File: src/rtl/clk_div_multi.sv
// clk_div_multi -- multi-channel runtime-programmable clock divider / tick generator.
//
// Each channel counts 0..P and then wraps. At the wrap it toggles its square-wave
// output and raises a one-cycle tick. A config write lands in a shadow register.
// The shadow is copied into P only at the next wrap, so a half-period is never
// truncated or stretched.
//
// Optional build macro: SYNC_CLR_EN
//   When defined, this adds input sync_clr. A one-cycle pulse realigns every channel
//   to cnt=0 and clk_out=1. It does not touch the active period, the shadow register
//   or the pending flag.
//
// Ports:
//   clk, rst_n    clock, asynchronous active-low reset
//   en            per-channel run enable
//   cfg_we        config write strobe
//   cfg_sel       channel addressed by the write (out-of-range values are ignored)
//   cfg_data      new terminal count
//   sync_clr      (SYNC_CLR_EN only) synchronous phase realign
//   clk_out       divided square wave per channel
//   tick          one-cycle strobe per channel on each terminal count
//   cfg_pending   written value waiting for the next boundary

module clk_div_multi_ch #(
  parameter int               WIDTH       = 25,
  parameter logic [WIDTH-1:0] DEFAULT_DIV = '0
) (
  input  logic             clk,
  input  logic             rst_n,
  input  logic             i_en,
  input  logic             i_wr,
  input  logic [WIDTH-1:0] i_data,
  input  logic             i_clr,
  output logic             o_clk,
  output logic             o_tick,
  output logic             o_pend
);
  logic [WIDTH-1:0] r_cnt, r_per, r_shd;
  logic             r_clk, r_tick, r_pend;
  logic             w_tc;

  // A realign pulse suppresses the boundary. Any pending load then waits for the
  // first real terminal count after the realign.
  assign w_tc = i_en & ~i_clr & (r_cnt == r_per);

  always_ff @(posedge clk or negedge rst_n) begin
    if (!rst_n) begin
      r_cnt  <= '0;
      r_clk  <= 1'b1;
      r_tick <= 1'b0;
    end else if (i_clr) begin
      r_cnt  <= '0;
      r_clk  <= 1'b1;
      r_tick <= 1'b0;
    end else if (w_tc) begin
      r_cnt  <= '0;
      r_clk  <= ~r_clk;
      r_tick <= 1'b1;
    end else begin
      if (i_en) r_cnt <= r_cnt + WIDTH'(1);
      r_tick <= 1'b0;
    end
  end

  // A write that coincides with the boundary goes straight into P. Otherwise it
  // parks in the shadow register until the next boundary.
  always_ff @(posedge clk or negedge rst_n) begin
    if (!rst_n) begin
      r_per  <= DEFAULT_DIV;
      r_shd  <= DEFAULT_DIV;
      r_pend <= 1'b0;
    end else if (i_wr) begin
      r_shd <= i_data;
      if (w_tc) begin
        r_per  <= i_data;
        r_pend <= 1'b0;
      end else begin
        r_pend <= 1'b1;
      end
    end else if (w_tc && r_pend) begin
      r_per  <= r_shd;
      r_pend <= 1'b0;
    end
  end

  assign o_clk  = r_clk;
  assign o_tick = r_tick;
  assign o_pend = r_pend;
endmodule

module clk_div_multi #(
  parameter int CHANNELS    = 4,
  parameter int WIDTH       = 25,
  parameter int DEFAULT_DIV = 24999999,
  parameter int SEL_W       = (CHANNELS > 1) ? $clog2(CHANNELS) : 1
) (
  input  logic                clk,
  input  logic                rst_n,
  input  logic [CHANNELS-1:0] en,
  input  logic                cfg_we,
  input  logic [SEL_W-1:0]    cfg_sel,
  input  logic [WIDTH-1:0]    cfg_data,
`ifdef SYNC_CLR_EN
  input  logic                sync_clr,
`endif
  output logic [CHANNELS-1:0] clk_out,
  output logic [CHANNELS-1:0] tick,
  output logic [CHANNELS-1:0] cfg_pending
);
  localparam logic [WIDTH-1:0] LP_DEF = WIDTH'(DEFAULT_DIV);

  logic [CHANNELS-1:0] w_wr;
  logic                w_clr;

`ifdef SYNC_CLR_EN
  assign w_clr = sync_clr;
`else
  assign w_clr = 1'b0;
`endif

  for (genvar i = 0; i < CHANNELS; i++) begin : g_ch
    // A cfg_sel value of CHANNELS or above matches no channel, so the write is dropped.
    assign w_wr[i] = cfg_we & (cfg_sel == SEL_W'(i));

    clk_div_multi_ch #(
      .WIDTH       (WIDTH),
      .DEFAULT_DIV (LP_DEF)
    ) u_ch (
      .clk    (clk),
      .rst_n  (rst_n),
      .i_en   (en[i]),
      .i_wr   (w_wr[i]),
      .i_data (cfg_data),
      .i_clr  (w_clr),
      .o_clk  (clk_out[i]),
      .o_tick (tick[i]),
      .o_pend (cfg_pending[i])
    );
  end
endmodule

File: config.mk
export PLATFORM = sky130hd
export DESIGN_NAME = clk_div_multi
export DESIGN_NICKNAME = d
export VERILOG_FILES = /design/src/rtl/clk_div_multi.sv
export SDC_FILE = /design/constraint.sdc
export NUM_CORES = 1
export LEC_CHECK = 0
export CELL_PAD_IN_SITES_DETAIL_PLACEMENT = 0
export CELL_PAD_IN_SITES_GLOBAL_PLACEMENT = 1
export CORE_MARGIN = 2
export CORE_UTILIZATION = 55
export DETAILED_ROUTE_END_ITERATION = 10
export PLACE_DENSITY_LB_ADDON = 0.1
export SETUP_SLACK_MARGIN = 0.02
export SYNTH_ARGS = -nofsm -noshare
export SYNTH_HDL_FRONTEND = slang
export SYNTH_SLANG_ARGS = --single-unit
export TNS_END_PERCENT = 5
File: constraint.sdc
create_clock -name clk -period 5.66 [get_ports clk]
set_input_delay 0.849 -clock clk [delete_from_list [all_inputs] [get_ports clk]]
set_output_delay 0.849 -clock clk [all_outputs]
set_load 0.05 [all_outputs]
---- Word level (Yosys, flattened, before mapping) ----
Cells that the tools add are included.
cells by class
  add/subtract/negate cells ............... 4
  eq/ne operators ......................... 11
  multiplexer cells ....................... 36
  bitwise logic cells ..................... 12
  reductions and logical operators ........ 17
operators with widths
  cell                                                             count
  25-bit two-way mux                                               20
  25-bit by 1-bit adder with 25-bit output, second input constant  4
  25-bit == test                                                   4
  1-bit two-way mux                                                16
  2-bit nonzero test                                               8
  1-bit AND                                                        8
  2-bit inequality test, second input constant                     4
  2-bit AND reduction                                              4
  2-bit == test, second input constant                             2
  1-bit logical AND                                                4
  1-bit NOT                                                        4
  2-bit by 1-bit == test with 1-bit output, second input constant  1
  2-bit logical NOT                                                1
word-level totals
  flip-flop bits (word level) ............. 312
  input bits .............................. 34
  output and inout port bits .............. 12
  word-level logic and storage cells ...... 104

---- Longest topological paths before layout ----
Gate-level depths: netlist of run 1.
  depth after elaboration ................. 5
  gate-level depth with buffers ........... 8
  depth with buffers taken out ............ 6

---- Cells and area by module ----
From an unflattened synthesis of run 1, not the netlist that was laid out.
unflattened totals
  cell total of the unflattened synthesis .. 1,169
  area, all modules ....................... 14,770.4 um^2
by module, submodules not included
  module            instances  cells each  area an instance (um^2)  seq. area each (um^2)
  clk_div_multi_ch  4          291         3,682.3                  1,995.7
  clk_div_multi     1          5           41.3                     0.0

---- Worst setup path before layout of run 1 ----
No wires, ideal clock.
  path type ............................... input to register
  start point ............................. input port en[3]
  end point ............................... register g_ch[3].u_ch.r_per[10]
  setup time .............................. 0.125 ns
  arrival ................................. 2.541 ns
  required time ........................... 5.535 ns
  path slack .............................. 2.994 ns
  cell stages on the path ................. 7
  path buffers ............................ 3
  path through ............................ clkbuf_1 > o21ai_0 > or4_1 > or3_1 > buf_6 > buf_12 > mux2_4
between the ends
  cells in the longest elaborated chain, start to end .. 4
  elaborated cells on any way between the ends .. 5
  those cells by class .................... eq/ne: 1; bitwise: 1; reduce/logical: 3
ends and longest elaborated chain
  what                             line  text
  start: declaration               99    input logic [CHANNELS-1:0] en,
  1-bit AND *                      44    assign w_tc = i_en & ~i_clr & (r_cnt == r_per);
  1-bit logical AND                80    end else if (w_tc && r_pend) begin
  2-bit nonzero test (no line)     --
  2-bit AND reduction (no line) *  --
  end signal: assignment           75    r_per <= i_data;
  end signal: assignment           81    r_per <= r_shd;
  end: declaration                 38    logic [WIDTH-1:0] r_cnt, r_per, r_shd;
Every way passes the cells marked *; elsewhere a longest branch is shown, timed or not.
A chain may end at the register's enable or synchronous reset.

---- Worst setup path in the final report of run 1 ----
  start point ............................. input port cfg_we
  end point ............................... register g_ch[0].u_ch.r_per[23]
between the ends
  cells in the longest elaborated chain, start to end .. 3
  elaborated cells on any way between the ends .. 5
  those cells by class .................... eq/ne: 1; mux: 1; bitwise: 1; reduce/logical: 2
ends and longest elaborated chain
  what                                                                   line  text
  start: declaration                                                     100   input logic cfg_we,
  1-bit AND *                                                            123   assign w_wr[i] = cfg_we & (cfg_sel == SEL_W'(i));
  2-bit inequality test (no line) or 2-bit nonzero test (tied branches)  --
  2-bit AND reduction (no line)                                          --
  end signal: assignment                                                 75
  end signal: assignment                                                 81
  end: declaration                                                       38
Marked as above.

==> Implementation_results.wiki, run 1 <==
{| class="wikitable"
! Metric !! Value
|-
| Status || finished clean
|-
| Sequential fraction of the synthesis area || 0.5525
|-
| Post-synth EDFFs || 0
|-
| Largest vdd supply drop || 0.2974 mV
|-
| Post-DP HPWL || 19.97 mm
|-
| Worst setup EP type || flop
|-
| Port bufs || 45
|-
| DRC errors left || 0
|-
| Reg area || 0.007983 mm²
|-
| Number of detailed-routing iterations run before antenna repair || 5
|-
| Number of instances in the synthesized netlist || roughly 1100
|-
| Final setup slack of the worst path || roughly 2400 ps
|-
| Die Ht || 166.1 µm
|-
| Via/cell ratio || 5.528
|-
| Category of the most critical setup path || in -> reg
|-
| Largest buffer count on any clock path || 3
|-
| Sum Neg Setup Slack || 0 ps
|-
| Final clock period utilization by the worst path || 0.5805
|-
| Maximum number of pins on one net before global-route repair || 130
|-
| Instance area at placement || 0.01513 mm²
|-
| Highest clock frequency the design can meet || slightly above 0.3 GHz
|-
| Skew-Pair Late Insertion Delay || slightly above 500 ps
|-
| Setup repair bufs after CTS || 0
|-
| Critical path data required time || roughly 6000 ps
|-
| Number of slew-limit violations in the final report || 0
|-
| Syn_nets || 1180
|-
| Starting density of the core || 0.5576
|-
| H-Tree Level Count || 2
|-
| Final setup skew || 9.557 ps
|-
| Combined area of the multi-input logic cells || 0.006116 mm²
|-
| Clock tree root driver cell || sky130_fd_sc_hd__clkbuf_16
|-
| Final #Nets || roughly 1200
|-
| Share of synthesized registers carrying an async set or reset || 1.000
|-
| Final hold violation count || 0
|-
| GRT Util Overall || 0.2238
|-
| Type of origin of the critical path || input port
|-
| Worst slew margin relative to its limit || 0.2573
|-
| Routed wire length || about 30 mm
|-
| DIE AREA || 0.02758 mm²
|-
| Routed via count || approximately 8500
|-
| Floorplan die width || between 150 and 200 µm
|-
| ANT cells || 0
|-
| First-pass GRT wire length || 49.25 mm
|-
| Setup slack after placement || 1878 ps
|-
| Standby leakage power || between 7 and 8 nW
|-
| Mean instance size in the synthesized netlist || roughly 13 µm²
|-
| Final global-route overflow total || 0
|-
| Post-synth design cell area || 0.01445 mm²
|-
| CTS clk-pin slew, worst paths || 60 ps
|-
| Core footprint || 0.02591 mm²
|-
| Number of buffers inserted during clock tree synthesis || 34
|-
| Worst Tran Pin Value || 1104 ps
|-
| Clock sink count || 312
|-
| Final setup violation count || 0
|-
| Crit path arrival time || 3670 ps
|-
| Cells resized by post-CTS repair || 0
|-
| Tmin final || 3286 ps
|-
| Routability Congestion || roughly 0.83
|-
| CTS tree || done
|-
| Post-route antenna net violation count || 0
|-
| Number of violations reported at the end of detailed-routing iteration 0 || 611
|-
| Max Fanout on Critical Path || 26
|-
| Via count of the first global-routing pass || between 8000 and 9000
|-
| Max-cap violations || 0
|-
| P&R area growth vs syn || 12.62%
|-
| Fraction of layout instances using a drive strength above 1 || 0.3342
|-
| Number of fill cells in the layout || 2082
|-
| Number of synthesis warnings || 0
|-
| Synthesized flop and latch total || 312
|-
| Most instantiated flip-flop cell in the synthesis netlist || sky130_fd_sc_hd__dfrtp_1
|-
| Count of boundary I/O pins || 46
|-
| Hold buffers post-CTS || 0
|-
| Power per Cell Area || 383.3 mW/mm²
|-
| Post-route cell area || 0.01627 mm²
|-
| Routed length per instance || 19.38 µm
|-
| Initial antenna violation count || 0
|-
| Number of distinct standard cells referenced by the synthesized netlist || 52
|-
| Class of the most critical hold timing path || in -> async
|-
| Unrepaired setup endpoints after global routing || false
|-
| # rows || 59
|}
-- through the flow --
stage          power [mW]  hold slack [ps]  cells  utilization
5_1_grt             6.548            487.4   1544       0.6279
2_1_floorplan       3.711            466.9   1142            -
3_5_place_dp        4.032            482.1   1482       0.5839
4_1_cts             6.304            461.6   1544       0.6279
6_report            6.236            406.9   1544       0.6279
3_3_place_gp        4.001            475.2   1482       0.5839
-- final timing paths --
path | from | end | slack (ps) | cells past startpoint
worst min-delay path | rst_n | g_ch[1].u_ch.r_cnt[11] | 410 | 1
worst max-delay path | cfg_we | g_ch[0].u_ch.r_per[23] | 2370 | 7
min in group clk | g_ch[2].u_ch.r_shd[8] | g_ch[2].u_ch.r_shd[8] | 490 | 1
worst max register to register | g_ch[1].u_ch.r_cnt[0] | g_ch[1].u_ch.r_cnt[1] | 2750 | 5
worst min register to register | g_ch[2].u_ch.r_shd[8] | g_ch[2].u_ch.r_shd[8] | 490 | 1
max in group asynchronous | rst_n | g_ch[0].u_ch.r_cnt[7] | 3900 | 2
-- flip-flops by register name, indices dropped and copies added (netlist names) --
signal / flops
g_ch.u_ch.o_pend: 4
g_ch.u_ch.o_tick: 4
g_ch.u_ch.r_shd: 100
g_ch.u_ch.r_cnt: 100
g_ch.u_ch.o_clk: 4
g_ch.u_ch.r_per: 100
-- area by class of cell --
type,count,area share
clock buffer,57,0.06521
clock inverter,5,0.004845
inverter,16,0.003691
multi-input combinational,761,0.3759
sequential,312,0.4906
tap,335,0.02576
timing repair buffer,58,0.03399
-- cell families (layout without fill, tap and decap cells) --
kind of cell | after synthesis | in the layout | synth area share
mux | 201 | 201 | 0.1670
fa+ha+maj | 4 | 4 | 0.003464
xor+xnor | 190 | 190 | 0.1152
flops | 312 | 312 | 0.5525
compound gates | 18 | 18 | 0.008921
simple gates | 348 | 348 | 0.1274
buf+inv | 69 | 136 | 0.02555
-- power breakdown --
| part | switching (mW) | total (mW) | leakage (nW) | internal [mW] |
|---|---|---|---|---|
| combinational | 0.493 | 1.02 | 3.02 | 0.523 |
| sequential | 0.264 | 2.98 | 3.71 | 2.72 |
| clock | 0.872 | 2.24 | 0.552 | 1.37 |
| total | 1.63 | 6.24 | 7.28 | 4.61 |
-- layer usage --
metal,global-route usage,wire (µm),vias to the layer above,share of wire
met5,0,0,-,0
met4,0.05180,474,0,0.016
met3,0.02836,771,38,0.026
met2,0.3581,14170,111,0.47
met1,0.3294,14520,4365,0.48
li1,-,-,4022,-
-- critical path, cell delays in order --
cell and delay (ps):
sky130_fd_sc_hd__clkdlybuf4s50_1 560, sky130_fd_sc_hd__nor3b_4 220, sky130_fd_sc_hd__buf_4 380, sky130_fd_sc_hd__nor2_1 90, sky130_fd_sc_hd__or3_1 310, sky130_fd_sc_hd__or3_1 760
sky130_fd_sc_hd__mux2_1 480
-- cells in the final DEF, fill, tap and decap left out, types with 6 or more instances in the layout --
master	n
sky130_fd_sc_hd__nor3_1	6
sky130_fd_sc_hd__and4_1	16
sky130_fd_sc_hd__mux2_4	40
sky130_fd_sc_hd__dfstp_2	140
sky130_fd_sc_hd__clkdlybuf4s50_1	44
sky130_fd_sc_hd__xnor2_1	61
sky130_fd_sc_hd__buf_4	13
sky130_fd_sc_hd__xor2_1	129
sky130_fd_sc_hd__clkbuf_1	14
sky130_fd_sc_hd__inv_1	15
sky130_fd_sc_hd__dfrtp_1	172
sky130_fd_sc_hd__and3_1	14
sky130_fd_sc_hd__nor4_1	18
sky130_fd_sc_hd__nand2b_1	11
sky130_fd_sc_hd__nand3_1	43
sky130_fd_sc_hd__mux2_1	10
sky130_fd_sc_hd__nor2_1	113
sky130_fd_sc_hd__clkbuf_8	6
sky130_fd_sc_hd__clkbuf_16	37
sky130_fd_sc_hd__nand2_1	48
sky130_fd_sc_hd__mux2_2	150
sky130_fd_sc_hd__nand4_1	50
-- synth_stat cells (all sizes together), types with 2 or more instances --
master,count,share of area
a221oi,2,0.0012
and2,3,0.0013
and3,14,0.0061
and4,16,0.0097
buf,25,0.014
clkbuf,28,0.0073
dfrtp,172,0.30
dfstp,140,0.25
ha,4,0.0035
inv,16,0.0042
mux2,200,0.17
nand2,48,0.012
nand2b,11,0.0048
nand3,43,0.015
nand3b,2,0.0010
nand4,50,0.022
nand4b,2,0.0023
nor2,113,0.029
nor2b,5,0.0022
nor3,7,0.0028
nor4,21,0.011
o21ai,4,0.0014
o22ai,3,0.0013
or2,2,0.00087
or3,3,0.0013
or4,5,0.0029
xnor2,61,0.037
xor2,129,0.078
No activity file was read; power rests on OpenSTA's default activity.
==> inputs of run 2 (changes only) <==
Settings changed: CORE_UTILIZATION 55 to 46.
Clock period 5.66 ns to 2.9 ns, I/O delays scaled along.
==> Implementation_results.wiki, run 2 (synthesized netlist as in run 1, its figures left out) <==
{| class="wikitable"
! Metric !! Value
|-
| Commonest non-fill, non-tap cell in the layout || sky130_fd_sc_hd__dfrtp_1
|-
| ANT cells || 0 (unchanged)
|-
| Number of buffers inserted during clock tree synthesis || 36 (+5.9%)
|-
| P&R area growth vs syn || 15.05%
|-
| Cell count after placement || 1563 (+5.5%)
|-
| Starting density of the core || 0.4698 (-0.08774)
|-
| Family of cells with the greatest summed delay on the critical path || simple AND/OR/NAND/NOR gates
|-
| Number of slew-limit violations in the final report || 0 (unchanged)
|-
| Class of the most critical hold timing path || in -> async
|-
| Critical path data required time || 3270 ps (-2770 ps)
|-
| Via/cell ratio || 5.275 (-4.6%)
|-
| Port bufs || 45 (unchanged)
|-
| Final #Nets || 1243 (+1.8%)
|-
| Number of detailed-routing iterations run before antenna repair || 5 (unchanged)
|-
| Routed wire length || 31.32 mm (+4.6%)
|-
| Power per Cell Area || 737.7 mW/mm² (+92%)
|-
| Maximum number of pins on one net before global-route repair || 93 (-28%)
|-
| DRC errors left || 0 (unchanged)
|-
| Max Fanout on Critical Path || 25 (-3.8%)
|-
| Tmin final || 2478 ps
|-
| Worst slew margin relative to its limit || 0.4758 (+0.2186)
|-
| Top flop regs || g_ch.u_ch.r_cnt x100, g_ch.u_ch.r_per x100, g_ch.u_ch.r_shd x100
|-
| Floorplan die width || 181.2 µm (+9.1%)
|-
| Final setup violation count || 0 (unchanged)
|-
| Status || complete, but fails checks
|-
| CP Cell Sequence || xor2_1 -> or4b_4 -> nor4_4 -> nand4b_4 -> buf_4 -> mux2_4
|-
| Routed length per instance || 19.25 µm (-0.69%)
|-
| Final hold violation count || 17 (+17)
|-
| Category of the most critical setup path || reg -> reg
|-
| Unrepaired setup endpoints after global routing || false
|-
| Standby leakage power || 7.439 nW (+2.2%)
|-
| CTS tree || done
|-
| Highest clock frequency the design can meet || 0.4035 GHz
|-
| Worst setup EP type || flop
|-
| Slowest cell delay on critical path || 560 ps (-200 ps)
|-
| Post-route antenna net violation count || 0 (unchanged)
|-
| Clock tree root driver cell || sky130_fd_sc_hd__clkbuf_16
|-
| Hold buffers post-CTS || 0 (unchanged)
|-
| Initial antenna violation count || 2 (+2)
|-
| Fraction of layout instances using a drive strength above 1 || 0.3469 (+0.01271)
|-
| Largest buffer count on any clock path || 3 (unchanged)
|-
| Worst Tran Pin Value || 786.3 ps (-317.6 ps)
|-
| # rows || 64 (+8.5%)
|-
| Cells resized by post-CTS repair || 0 (unchanged)
|-
| Number of fill cells in the layout || 2704 (+30%)
|-
| H-Tree Level Count || 2 (unchanged)
|-
| Largest vdd supply drop || 0.4264 mV (+43%)
|-
| Instance area at placement || 0.01546 mm² (+2.2%)
|-
| DIE AREA || 0.03284 mm² (+19%)
|-
| GRT Util Overall || 0.1976 (-0.02624)
|-
| Final global-route overflow total || 0 (unchanged)
|-
| Finished Layout Cells || 1627 (+5.4%)
|-
| Final clock period utilization by the worst path || 0.8546
|-
| Clock sink count || 312 (unchanged)
|-
| Setup repair bufs after CTS || 0 (unchanged)
|-
| Final setup skew || 16.11 ps (+6.558 ps)
|-
| Post-route cell area || 0.01662 mm² (+2.2%)
|-
| Core footprint || 0.03075 mm² (+19%)
|-
| First-pass GRT wire length || 51.33 mm (+4.2%)
|-
| Most frequent cells in the layout || sky130_fd_sc_hd__dfrtp_1 (172), sky130_fd_sc_hd__mux2_2 (150), sky130_fd_sc_hd__dfstp_2 (140)
|-
| Worst hold margin || -26.80 ps (-433.7 ps)
|-
| Routed via count || 8582 (+0.54%)
|-
| Routability Congestion || 0.7991 (-4.0%)
|-
| Skew-Pair Late Insertion Delay || 500 ps (about the same)
|-
| Count of boundary I/O pins || 46 (unchanged)
|-
| Type of origin of the critical path || flop
|-
| Number of violations reported at the end of detailed-routing iteration 0 || 385 (-37%)
|-
| Buf/Inv on CP || 1 (-1)
|-
| Post-DP HPWL || 21.60 mm (+8.1%)
|-
| Sum Neg Setup Slack || 0 ps (unchanged)
|-
| Crit path arrival time || 2850 ps (-820 ps)
|-
| Die Ht || 181.2 µm (+9.1%)
|-
| Max-cap violations || 0 (unchanged)
|-
| CTS clk-pin slew, worst paths || 60 ps (about the same)
|-
| Critical-path cell with the highest stage delay || sky130_fd_sc_hd__or4b_4
|-
| Via count of the first global-routing pass || 9034 (+1.7%)
|-
| Violated checks || negative hold slack
|}
## run 2: changes by cell type in the layout (fill, tap and decap cells not counted)
cell / change
sky130_fd_sc_hd__buf_12: +8
sky130_fd_sc_hd__buf_4: +12
sky130_fd_sc_hd__clkbuf_1: -1
sky130_fd_sc_hd__clkbuf_8: +2
sky130_fd_sc_hd__clkinv_2: +3
sky130_fd_sc_hd__clkinvlp_4: -1
sky130_fd_sc_hd__inv_4: -1
## run 2: stage by stage
stage / setup slack [ps] / power [mW] / hold slack, ps / utilization
finish: 421.6 / 12.26 / -26.80 / 0.5406
global placement: 172.1 / 7.867 / 477.0 / 0.5027
floorplan: 564.8 / 7.242 / 139.4 / -
global route: 289.4 / 12.93 / 7.327 / 0.5406
CTS: 400.4 / 12.44 / 3.084 / 0.5406
detailed placement: 167.2 / 7.919 / 481.5 / 0.5027
## run 2: power breakdown
group | switching (mW) | internal (mW) | leakage (nW)
Combinational | 0.975 | 1.04 | 3.16
Clock | 1.71 | 2.73 | 0.573
Sequential | 0.519 | 5.30 | 3.71
## run 2: final cells by class
| class | count | area (µm²) | area share |
|---|---|---|---|
| clock buffer | 58 | 1085 | 0.06526 |
| clock inverter | 6 | 80.08 | 0.004817 |
| inverter | 16 | 60.06 | 0.003613 |
| multi-input combinational | 761 | 6116 | 0.3679 |
| sequential | 312 | 7983 | 0.4802 |
| tap | 396 | 495.5 | 0.02981 |
| timing repair buffer | 78 | 803.3 | 0.04833 |
## run 2: worst paths after layout
path                       slack, ps  cells after the start                      to                    from
setup / recovery                 420                      6   g_ch[1].u_ch.r_per[8]   g_ch[1].u_ch.r_cnt[0]
hold / removal                   -30                      1   g_ch[1].u_ch.r_cnt[1]                   rst_n
setup reg to reg                 420                      6   g_ch[1].u_ch.r_per[8]   g_ch[1].u_ch.r_cnt[0]
hold reg to reg                  490                      1  g_ch[0].u_ch.r_shd[10]  g_ch[0].u_ch.r_shd[10]
max in group asynchronous       2100                      2  g_ch[2].u_ch.r_per[12]                   rst_n
min in group clk                 490                      1  g_ch[0].u_ch.r_shd[10]  g_ch[0].u_ch.r_shd[10]
## run 2: routing by layer
layer  up-vias  GRT usage  routed length [µm]
met5         -          0                   0
met4         0    0.03772                 463
li1       4066          -                   -
met2       125     0.3175               14680
met3        35    0.02741                1378
met1      4356     0.2877               14800
==> inputs of run 3 (changes only) <==
Settings changed: CORE_ASPECT_RATIO from default to 1.4.
==> Implementation_results.wiki, run 3 (synthesized netlist as in run 1, its figures left out) <==
{| class="wikitable"
! Metric !! Value
|-
| ANT cells || 0 (unchanged)
|-
| Setup slack after placement || 234.3 ps (+67.12 ps)
|-
| Final clock period utilization by the worst path || 0.8524 (-0.002183)
|-
| Routed wire length || 31.70 mm (+1.2%)
|-
| Critical path data required time || 3340 ps (+70 ps)
|-
| Final hold violation count || 0 (-17)
|-
| Top flop regs || g_ch.u_ch.r_cnt x100, g_ch.u_ch.r_per x100, g_ch.u_ch.r_shd x100
|-
| Port bufs || 45 (unchanged)
|-
| Worst setup EP type || flop
|-
| Critical register-to-register path startpoint || g_ch[1].u_ch.r_per[21]
|-
| Fraction of the core area covered by cells at the end of the flow || 0.5359 (-0.004627)
|-
| Clock sink count || 312 (unchanged)
|-
| Final setup slack of the worst path || 428.0 ps (+6.330 ps)
|-
| H-Tree Level Count || 1 (-1)
|-
| Slowest cell delay on critical path || 580 ps (+20 ps)
|-
| Critical-path cell with the highest stage delay || sky130_fd_sc_hd__or4_1
|-
| Power per Cell Area || 728.8 mW/mm² (-1.2%)
|-
| CP Cell Sequence || xor2_1 -> or4_1 -> nor4_4 -> nand4b_4 -> buf_12 -> mux2_4
|-
| Final setup skew || 10.89 ps (-5.226 ps)
|-
| Clock tree root driver cell || sky130_fd_sc_hd__clkbuf_16
|-
| Worst R2R Setup Slack || 430 ps (about the same)
|-
| Reg area || 0.007983 mm² (unchanged)
|-
| Post-route cell area || 0.01651 mm² (-0.66%)
|-
| Final global-route overflow total || 0 (unchanged)
|-
| Number of buffers inserted during clock tree synthesis || 31 (-14%)
|-
| Number of slew-limit violations in the final report || 0 (unchanged)
|-
| Number of violations reported at the end of detailed-routing iteration 0 || 341 (-11%)
|-
| Max-cap violations || 0 (unchanged)
|-
| Tmin final || 2472 ps (-6.330 ps)
|-
| R2R depth || 6 (unchanged)
|-
| DIE AREA || 0.03286 mm² (about the same)
|-
| Worst slew margin relative to its limit || 0.5526 (+0.07683)
|-
| Number of fill cells in the layout || 2670 (-1.3%)
|-
| Routability Congestion || 0.7940 (-0.64%)
|-
| Die Ht || 213.7 µm (+18%)
|-
| Commonest non-fill, non-tap cell in the layout || sky130_fd_sc_hd__dfrtp_1
|-
| Maximum number of pins on one net before global-route repair || 78 (-16%)
|-
| Crit path arrival time || 2920 ps (+70 ps)
|-
| Starting density of the core || 0.4689 (-0.0009159)
|-
| Fraction of layout instances using a drive strength above 1 || 0.3480 (+0.001167)
|-
| Number of detailed-routing iterations run before antenna repair || 4 (-1)
|-
| Standby leakage power || 7.395 nW (-0.60%)
|-
| Floorplan die width || 153.8 µm (-15%)
|-
| Status || finished clean
|-
| Largest buffer count on any clock path || 3 (unchanged)
|-
| DRC errors left || 0 (unchanged)
|-
| # rows || 76 (+19%)
|-
| Finished Layout Cells || 1614 (-0.80%)
|-
| CTS tree || done
|-
| Final setup violation count || 0 (unchanged)
|-
| Cells resized by post-CTS repair || 0 (unchanged)
|-
| Via/cell ratio || 5.251 (-0.45%)
|-
| Category of the most critical setup path || reg -> reg
|-
| Final Power || 12.03 mW (-1.9%)
|-
| Worst hold margin || 440.5 ps (+467.3 ps)
|-
| Highest clock frequency the design can meet || 0.4045 GHz (+0.26%)
|-
| Routed length per instance || 19.64 µm (+2.0%)
|-
| P&R area growth vs syn || 14.29%
|-
| Via count of the first global-routing pass || 8900 (-1.5%)
|-
| Initial antenna violation count || 0 (-2)
|-
| Critical R2R Capture || g_ch[1].u_ch.r_per[9]
|-
| Most frequent cells in the layout || sky130_fd_sc_hd__dfrtp_1 (172), sky130_fd_sc_hd__mux2_2 (150), sky130_fd_sc_hd__dfstp_2 (140)
|-
| Cell count after placement || 1557 (-0.38%)
|-
| Instance area at placement || 0.01545 mm² (about the same)
|-
| Type of origin of the critical path || flop
|-
| First-pass GRT wire length || 51.32 mm (about the same)
|-
| Skew-Pair Late Insertion Delay || 570 ps (+70 ps)
|-
| Worst Tran Pin Value || 671.1 ps (-115.2 ps)
|-
| Combined area of the multi-input logic cells || 0.006116 mm² (unchanged)
|-
| Routed via count || 8475 (-1.2%)
|-
| Class of the most critical hold timing path || in -> async
|-
| Post-DP HPWL || 22.19 mm (+2.7%)
|-
| Largest vdd supply drop || 0.3922 mV (-8.0%)
|-
| CTS clk-pin slew, worst paths || 60 ps (about the same)
|-
| Core footprint || 0.03081 mm² (+0.20%)
|-
| Final #Nets || 1239 (-0.32%)
|-
| Max Fanout on Critical Path || 20 (-20%)
|-
| Sum Neg Setup Slack || 0 ps (unchanged)
|-
| Post-route antenna net violation count || 0 (unchanged)
|-
| Unrepaired setup endpoints after global routing || false
|-
| GRT Util Overall || 0.1981 (+0.0005062)
|-
| Count of boundary I/O pins || 46 (unchanged)
|}
==> run 3: cell count changes in the layout (fill, tap and decap cells not counted) <==
cell,before,now
sky130_fd_sc_hd__dlygate4sd3_1,0,1
sky130_fd_sc_hd__inv_4,0,1
sky130_fd_sc_hd__bufinv_16,2,4
sky130_fd_sc_hd__clkinv_2,4,6
sky130_fd_sc_hd__clkbuf_1,13,6
sky130_fd_sc_hd__clkbuf_8,8,6
sky130_fd_sc_hd__clkinvlp_4,0,2
sky130_fd_sc_hd__clkbuf_16,37,31
==> run 3: timing repair <==
item | CTS | global route
setup buffers | 0 | 0
hold endpoints to repair | 39 | 0
hold buffers | 1 | 0
endpoints found under the setup margin | 0 | 0
==> run 3: cell type report <==
cell class,count,area share
sequential,312,0.4834
multi-input combinational,761,0.3704
clock buffer,43,0.05335
timing repair buffer,79,0.04925
tap,390,0.02955
clock inverter,13,0.01038
inverter,16,0.003637
==> run 3: where the power goes <==
part	switching [mW]	total, mW	internal (mW)
clock	1.72	4.19	2.47
sequential	0.534	5.83	5.30
combinational	0.968	2.01	1.05
total	3.22	12.0	8.81
==> run 3: worst max path at each step <==
stage / from / to / slack [ps]
final: g_ch[1].u_ch.r_per[21] / g_ch[1].u_ch.r_per[9] / 430
after detailed placement: cfg_we / g_ch[0].u_ch.r_per[17] / 230
after global placement: cfg_we / g_ch[0].u_ch.r_per[0] / 250
after floorplan: g_ch[3].u_ch.r_per[4] / g_ch[3].u_ch.r_per[10] / 560
after global routing: g_ch[1].u_ch.r_cnt[0] / g_ch[1].u_ch.r_cnt[11] / 290
after CTS: g_ch[1].u_ch.r_cnt[0] / g_ch[1].u_ch.r_cnt[11] / 410
==> run 3: worst max-delay path, delay by kind of cell (launching register included) <==
kind / cells / cell delay, ps
buffers and inverters: 1 / 250
multiplexers: 1 / 310
flip-flops: 1 / 550
XOR/XNOR: 1 / 80
AND/OR/NAND/NOR: 3 / 1150
==> run 3: routing by layer <==
layer	up-vias	global-route usage	wire length, µm
met5	-	0	0
met4	0	0.05536	731
met3	44	0.02486	799
met2	90	0.3382	15540
met1	4287	0.2681	14630
li1	4054	-	-
